### config.mk
export PLATFORM = sky130hd
export DESIGN_NAME = residual_adder_multi
export DESIGN_NICKNAME = d
export VERILOG_FILES = /design/src/rtl/residual_adder_multi.sv
export SDC_FILE = /design/constraint.sdc
export NUM_CORES = 2
export LEC_CHECK = 0
export CAP_MARGIN = 20
export CORE_UTILIZATION = 50
export DETAILED_ROUTE_END_ITERATION = 16
export PLACE_DENSITY_LB_ADDON = 0.25
export SLEW_MARGIN = 30
export SYNTH_ARGS = -nofsm -noshare
export SYNTH_HDL_FRONTEND = slang
export SYNTH_SLANG_ARGS = --single-unit
### constraint.sdc
create_clock -name clk -period 47.8 [get_ports clk]
set_input_delay 7.17 -clock clk [delete_from_list [all_inputs] [get_ports clk]]
set_output_delay 7.17 -clock clk [all_outputs]
set_load 0.005 [all_outputs]
### src/rtl/residual_adder_multi.sv
// Multi-lane residual adder: out = sat(round((a*scale_a + b*scale_b) >>> shift)) per lane,
// three-stage pipeline with valid/ready backpressure and per-lane sticky overflow flags.
module residual_adder_multi #(
    parameter int LANES       = 8,
    parameter int IDATA_WIDTH = 8,
    parameter int SCALE_WIDTH = 8,
    parameter int SHIFT_WIDTH = 5
) (
    input  logic                         clk,
    input  logic                         rst,
    input  logic                         cfg_vld,
    input  logic [SCALE_WIDTH-1:0]       scale_a,
    input  logic [SCALE_WIDTH-1:0]       scale_b,
    input  logic [SHIFT_WIDTH-1:0]       shift,
    input  logic                         round_en,
    input  logic [LANES*IDATA_WIDTH-1:0] in_data_a,
    input  logic [LANES*IDATA_WIDTH-1:0] in_data_b,
    input  logic                         in_data_vld,
    output logic                         in_data_rdy,
    output logic [LANES*IDATA_WIDTH-1:0] out_data,
    output logic                         out_data_vld,
    input  logic                         out_data_rdy,
    output logic [LANES-1:0]             ovf_sticky,
    input  logic                         ovf_clr
);

    localparam int PROD_W = IDATA_WIDTH + SCALE_WIDTH + 1;
    localparam int SUM_W  = IDATA_WIDTH + SCALE_WIDTH + 3;
    localparam logic signed [SUM_W-1:0] SAT_MAX =
        {{(SUM_W-IDATA_WIDTH+1){1'b0}}, {(IDATA_WIDTH-1){1'b1}}};
    localparam logic signed [SUM_W-1:0] SAT_MIN = ~SAT_MAX;

    function automatic logic signed [SUM_W-1:0] f_round_bias(
        input logic [SHIFT_WIDTH-1:0] sh,
        input logic                   en
    );
        f_round_bias = '0;
        if (en && (sh != '0) && (int'(sh) < SUM_W))
            f_round_bias = SUM_W'(1) << (sh - 1'b1);
    endfunction

    function automatic logic signed [SUM_W-1:0] f_shift(
        input logic signed [SUM_W-1:0] v,
        input logic [SHIFT_WIDTH-1:0]  sh
    );
        // Shifts past the sum width collapse to the sign: 0 or -1.
        if (int'(sh) >= SUM_W)
            f_shift = {SUM_W{v[SUM_W-1]}};
        else
            f_shift = v >>> sh;
    endfunction

    // Returns {overflow, saturated value}.
    function automatic logic [IDATA_WIDTH:0] f_sat(input logic signed [SUM_W-1:0] v);
        if (v > SAT_MAX)
            f_sat = {1'b1, SAT_MAX[IDATA_WIDTH-1:0]};
        else if (v < SAT_MIN)
            f_sat = {1'b1, SAT_MIN[IDATA_WIDTH-1:0]};
        else
            f_sat = {1'b0, v[IDATA_WIDTH-1:0]};
    endfunction

    logic [SCALE_WIDTH-1:0]    r_scale_a;
    logic [SCALE_WIDTH-1:0]    r_scale_b;
    logic [SHIFT_WIDTH-1:0]    r_shift;
    logic                      r_round_en;

    logic                      r_vld_p1;
    logic                      r_vld_p2;
    logic signed [PROD_W-1:0]  r_pa_p1 [LANES];
    logic signed [PROD_W-1:0]  r_pb_p1 [LANES];
    logic [SHIFT_WIDTH-1:0]    r_shift_p1;
    logic                      r_rnd_p1;
    logic signed [SUM_W-1:0]   r_sum_p2 [LANES];
    logic [SHIFT_WIDTH-1:0]    r_shift_p2;

    logic                      w_advance;
    logic signed [PROD_W-1:0]  w_pa [LANES];
    logic signed [PROD_W-1:0]  w_pb [LANES];
    logic signed [SUM_W-1:0]   w_bias;
    logic signed [SUM_W-1:0]   w_sum [LANES];
    logic [IDATA_WIDTH:0]      w_sat [LANES];
    logic [LANES*IDATA_WIDTH-1:0] w_out;
    logic [LANES-1:0]          w_ovf_set;

    // The whole pipeline moves as one; a full output register blocks everything.
    assign w_advance   = ~out_data_vld | out_data_rdy;
    assign in_data_rdy = w_advance;

    // Stage 1: products against the registered (old) configuration
    always_comb begin
        for (int i = 0; i < LANES; i++) begin
            w_pa[i] = PROD_W'($signed(in_data_a[i*IDATA_WIDTH +: IDATA_WIDTH]))
                    * PROD_W'($signed({1'b0, r_scale_a}));
            w_pb[i] = PROD_W'($signed(in_data_b[i*IDATA_WIDTH +: IDATA_WIDTH]))
                    * PROD_W'($signed({1'b0, r_scale_b}));
        end
    end

    // Stage 2: widened sum plus rounding bias
    assign w_bias = f_round_bias(r_shift_p1, r_rnd_p1);

    always_comb begin
        for (int i = 0; i < LANES; i++)
            w_sum[i] = SUM_W'(r_pa_p1[i]) + SUM_W'(r_pb_p1[i]) + w_bias;
    end

    // Stage 3: shift, saturate, flag overflow for beats entering the output register
    always_comb begin
        w_out     = '0;
        w_ovf_set = '0;
        for (int i = 0; i < LANES; i++) begin
            w_sat[i] = f_sat(f_shift(r_sum_p2[i], r_shift_p2));
            w_out[i*IDATA_WIDTH +: IDATA_WIDTH] = w_sat[i][IDATA_WIDTH-1:0];
            w_ovf_set[i] = w_sat[i][IDATA_WIDTH] & r_vld_p2 & w_advance;
        end
    end

    always_ff @(posedge clk) begin
        if (w_advance) begin
            for (int i = 0; i < LANES; i++) begin
                r_pa_p1[i]  <= w_pa[i];
                r_pb_p1[i]  <= w_pb[i];
                r_sum_p2[i] <= w_sum[i];
            end
            r_shift_p1 <= r_shift;
            r_rnd_p1   <= r_round_en;
            r_shift_p2 <= r_shift_p1;
        end
    end

    always_ff @(posedge clk or posedge rst) begin
        if (rst) begin
            r_scale_a    <= '0;
            r_scale_b    <= '0;
            r_shift      <= '0;
            r_round_en   <= 1'b0;
            r_vld_p1     <= 1'b0;
            r_vld_p2     <= 1'b0;
            out_data_vld <= 1'b0;
            out_data     <= '0;
            ovf_sticky   <= '0;
        end else begin
            if (cfg_vld) begin
                r_scale_a  <= scale_a;
                r_scale_b  <= scale_b;
                r_shift    <= shift;
                r_round_en <= round_en;
            end
            if (w_advance) begin
                r_vld_p1     <= in_data_vld;
                r_vld_p2     <= r_vld_p1;
                out_data_vld <= r_vld_p2;
                if (r_vld_p2)
                    out_data <= w_out;
            end
            // A new overflow wins over a simultaneous clear.
            ovf_sticky <= (ovf_clr ? '0 : ovf_sticky) | w_ovf_set;
        end
    end

endmodule

Word-level counts from Yosys, hierarchy flattened
Memories as Yosys holds them, arrays and structs flattened.
Index checks and enable logic that the tools add are counted.
{"block": "word_totals", "register_bits": 108, "memories": 3, "latch_bits": 0, "in_bits": 156, "ramBits": 424, "out_inout_bits": 74, "mem_bits_ro": 0}
{"name": "r_sum_p2", "depth": 8, "width": 19, "read_ports": 8, "rd_clocked_by_memory_dff": 0, "wr": 8, "line": "74", "source": "logic signed [SUM_W-1:0] r_sum_p2 [LANES];"}
{"name": "r_pa_p1", "depth": 8, "width": 17, "read_ports": 8, "rd_clocked_by_memory_dff": 0, "wr": 8, "line": "70", "source": "logic signed [PROD_W-1:0] r_pa_p1 [LANES];"}
{"name": "r_pb_p1", "depth": 8, "width": 17, "read_ports": 8, "rd_clocked_by_memory_dff": 0, "wr": 8, "line": "71", "source": "logic signed [PROD_W-1:0] r_pb_p1 [LANES];"}
{"block": "op_classes", "add_sub_neg": 17, "n_mux": 28, "bitwise_logic": 19, "eq_ne": 0, "order_cmp": 18, "mul": 16, "n_reduce_logical": 4, "n_div": 0, "shift": 9}
{"operator": "8-bit by 9-bit multiplier with 17-bit output", "count": 16}
{"operator": "19-bit two-way mux", "count": 9}
{"operator": "18-bit by 19-bit adder with 19-bit output", "count": 8}
{"operator": "19-bit by 8-bit greater-than comparator with 1-bit output, second input constant", "count": 8}
{"operator": "19-bit by 8-bit < comparator with 1-bit output, second input constant", "count": 8}
{"operator": "19-bit by 5-bit >>> shifter with 19-bit output", "count": 8}
{"operator": "17-bit by 17-bit adder with 18-bit output", "count": 8}
{"operator": "9-bit two-way mux", "count": 16}
{"operator": "1-bit by 5-bit left shift with 19-bit output, first input constant", "count": 1}
{"operator": "1-bit AND", "count": 16}
{"operator": "8-bit two-way mux", "count": 1}
{"operator": "8-bit bitwise OR", "count": 1}
{"operator": "5-bit >= comparator, second input constant", "count": 1}
{"operator": "5-bit < comparator, second input constant", "count": 1}
{"operator": "5-bit nonzero test", "count": 1}
{"operator": "5-bit by 1-bit subtractor with 5-bit output, second input constant", "count": 1}
{"operator": "1-bit logical AND", "count": 2}
{"operator": "1-bit two-way mux", "count": 2}
{"operator": "2-bit AND reduction", "count": 1}
{"operator": "1-bit NOT", "count": 1}
{"operator": "1-bit bitwise OR", "count": 1}

Depth between registers and ports, before layout
{"block": "depth", "depth_word": 8, "mapped_depth": 20, "mapped_depth_nobuf": 18}

Worst setup path before layout
OpenSTA, ideal clock, no wires.
{"block": "synth_path", "kind": "in2out", "from": "input port out_data_rdy", "to": "output port in_data_rdy", "path_slack_ns": 21.457, "arrival_time_ns": 19.173, "path_stages": 2, "cell_sequence": "nand2b_1 -> clkbuf_1"}
{"block": "synth_via", "elab_chain_len": 1}
{"element": "from (decl)", "line": "22", "source": "input logic out_data_rdy,"}
{"element": "1-bit bitwise OR", "line": "87", "source": "assign w_advance = ~out_data_vld | out_data_rdy;"}
{"element": "to (decl)", "line": "19", "source": "output logic in_data_rdy,"}
No other way between the ends.

Final worst setup path
Same ends and word-level chain as after synthesis.

==> impl_metrics.py <==
metrics = {
    "clock_network": {
        "post_cts_buffers": 0,
        "insertion_delay_ns": 0.68,
        "cts-root-buf": "clkbuf_16",
        "cts-resized-gates": 0,
        "cts_buffers": 61,
        "cts.sinks": 532,
        "cts.clk_slew.worst_paths_ns": 0.06,
        "cts_max_path_buffers": 3,
        "h-tree-depth": 2,
        "cts.hold.buffers_added": 0,
        "cts_tree": "built",
    },
    "placed_design": {
        "dp_slack_ns": 32.19,
        "io_buffer_count": 229,
        "hpwl_um": 149000,
        "place.gp.congestion": 0.960,
        "dp_cells": 8670,
    },
    "critical_path": {
        "ff2ff_setup_slack_ns": 41.96,
        "rr_worst_depth": 17,
        "cp.depth": 3,
        "cp.arrival_ns": 8.43,
        "crit_slowest_cell": "clkdlybuf4s50_1",
        "startpoint": "out_data_rdy",
        "reg2reg_from": "r_scale_b[5]",
        "critPathKind": "in -> out",
        "regToRegEndpoint": "r_pb_p1[1][31]",
        "cpMostUsedCell": "clkdlybuf4s50_1",
        "crit_path_end_kind": "output port",
        "timing.critical_path.buf_inv": 2,
        "crit_end": "in_data_rdy",
        "critical_path.startpoint_type": "input port",
        "required_ns": 40.63,
        "critPathMaxFanout": 3,
        "crit_family": "buffers and inverters",
        "critPathMaxStageDelay_ns": 0.54,
        "crit_chain": "clkdlybuf4s50_1 > nand2b_4 > clkdlybuf4s50_1",
    },
    "route": {
        "first_iter_violations": 4130,
        "wl_um": 187000,
        "drc": 0,
        "dr.pass1.iters": 6,
        "vias": 49800,
        "avgViaCountPerCell": 5.66,
        "wl_per_cell_um": 21.2,
        "ant_nets": 0,
    },
    "run": {
        "cap_violations": 0,
    },
    "sta": {
        "maxSlewHeadroom_pct": 29.2,
        "rsz0062_at_grt": "false",
        "worst_pin_slew_ns": 1.06,
        "final_max_slew_viol_count": 0,
        "finalHoldViolCount": 0,
        "setup_tns_ns": 0,
        "period_minus_slack_ns": 15.60,
        "finalSetupViolCount": 0,
        "fmax_mhz": 64.1,
        "skew_ns": 0.0329,
        "fin_crit_sh_pct": 32.6,
        "fin_ws_ns": 32.20,
    },
    "floorplan": {
        "die_area_um2": 138000,
        "core_um2": 135000,
        "die_h_um": 371,
        "fp.dieW_um": 371,
        "row_count": 135,
        "start_util_pct": 50.4,
        "io_pins": 230,
    },
    "power_and_ir_drop": {
        "leakagePower_nw": 34.5,
        "powerDensity_nw_per_um2": 67.4,
        "ir_worst_vdd_mv": 0.0407,
        "p_total_mw": 5.02,
    },
    "logic_synthesis": {
        "syn_area_um2": 68200,
        "syn_area_per_cell_um2": 9.98,
        "synth-seq-cells": 532,
        "syn_nets": 8557,
        "yosys.area.top_type": "fa_1",
        "netlist_top_cells_count": "inv_1, ha_1, fa_1",
        "synth-edff-count": 435,
        "ys_warn_count": 0,
        "synth_flop_cell": "edfxtp_1",
        "synth.area.top_cells": "fa_1, edfxtp_1, ha_1, and2_1, inv_1",
        "yosysSeqAreaShare_pct": 22.7,
        "synthCells": 6831,
        "async_flop_share_pct": 18.2,
        "yosysMostFrequentCell": "inv_1",
        "synth_top_area_share_pct": 21.4,
        "synth.distinct_cells": 98,
    },
    "cells_and_area": {
        "num-fill-cells": 11800,
        "drive_gt1_share_pct": 5.57,
        "area_delta_synth_final_pct": 9.15,
        "nets": 8678,
        "fin_util_pct": 55.0,
        "layout.cells.non_filler": 8792,
    },
    "hold_path": {
        "hold_path_class": "reg -> reg",
        "worstHoldStart": "r_shift[0]",
    },
    "global_route": {
        "grt_max_degree": 159,
        "grt_overflow": 0,
        "grt_pass1_wl_um": 289000,
        "grt_pass1_vias": 49900,
        "antenna_found_initial": 12,
        "track_usage_pct": 27.5,
    },
    "run_status": {
        "status": "finished, final reports clean",
    },
}
-- stage by stage --
step,hold slack [ns],area (um^2)
6_report,0.445,74400
3_3_place_gp,0.434,72200
5_1_grt,0.461,74400
2_1_floorplan,0.421,68200
3_5_place_dp,0.432,72200
4_1_cts,0.440,74400
-- routing by layer --
layer  part of all wire (%)  global-route usage (%)
met2                     46                    44.4
met5                      0                       0
met1                     42                    37.3
met4                    4.7                    11.7
met3                    7.3                    3.61
-- sequential cells by signal, summed over array words and instances (netlist names), 8 cells and up --
signal	count
ovf_sticky	8
r_sum_p2	152
out_data	64
r_pb_p1	136
r_scale_b	8
r_scale_a	8
r_pa_p1	136
-- power by group --
part | leakage, nW | switching (mW) | internal, mW
logic | 27.9 | 1.93 | 1.44
registers | 5.52 | 0.227 | 0.914
clock network | 1.03 | 0.208 | 0.298
total | 34.5 | 2.36 | 2.65
-- final cells by class --
cell class / count / area (um^2) / area share [%]
well taps: 1781 / 2230 / 2.99
multi-input cells: 5073 / 48000 / 64.5
diodes: 7 / 17.5 / 0.0235
flip-flops and latches: 532 / 15500 / 20.8
clock buffers: 67 / 1570 / 2.11
inverters: 994 / 3730 / 5.02
clock inverters: 48 / 584 / 0.785
repair buffers: 290 / 2790 / 3.75
-- logic make-up (layout without fill, tap and decap cells) --
family,after synthesis,after routing,share of synthesized area (%)
flip-flops,532,532,22.7
AO/OA/AOI/OAI,891,891,8.72
XOR/XNOR,325,325,4.18
multiplexers,248,248,5.33
adder cells (fa/ha/maj),1570,1570,36.8
buffers and inverters,1226,1399,7.01
AND/OR/NAND/NOR,2039,2039,15.2
other,0,7,0
-- worst reg2reg max path, delay by kind of cell, from the launching register on --
kind / cells / cell delay [ns]
XOR/XNOR: 1 / 0.73
AND/OR/NAND/NOR: 2 / 0.26
adder cells (fa/ha/maj): 5 / 2.35
buffers and inverters: 4 / 0.73
flip-flops: 1 / 0.55
AO/OA/AOI/OAI: 5 / 0.91
-- how the worst min path moves through the flow --
stage	endpoint	cells after the start
after floorplan	r_rnd_p1	0
after global placement	r_shift_p1[4]	0
after detailed placement	r_shift_p1[0]	0
after CTS	r_shift_p1[0]	0
after global routing	r_shift_p1[0]	0
final	r_shift_p1[0]	0
-- layout by cell type (no fill, tap or decap), types with 50 or more instances in the layout --
cell,Yosys,final
inv_1,989,988
ha_1,842,842
fa_1,728,728
and2_1,711,712
nand2_1,510,509
edfxtp_1,435,435
nor2_1,379,368
xnor2_1,276,276
a21oi_1,267,267
clkdlybuf4s50_1,0,228
o21ai_0,153,153
mux2i_1,103,103
nand3_1,92,92
mux4_2,83,83
dfrtp_1,97,82
nor2b_1,80,80
nor3_1,73,73
nand2b_1,69,68
clkbuf_16,0,62
a21o_1,57,57
mux2_2,56,56
buf_4,12,56
a211oi_1,51,50
(Power assumes the default switching activity.)
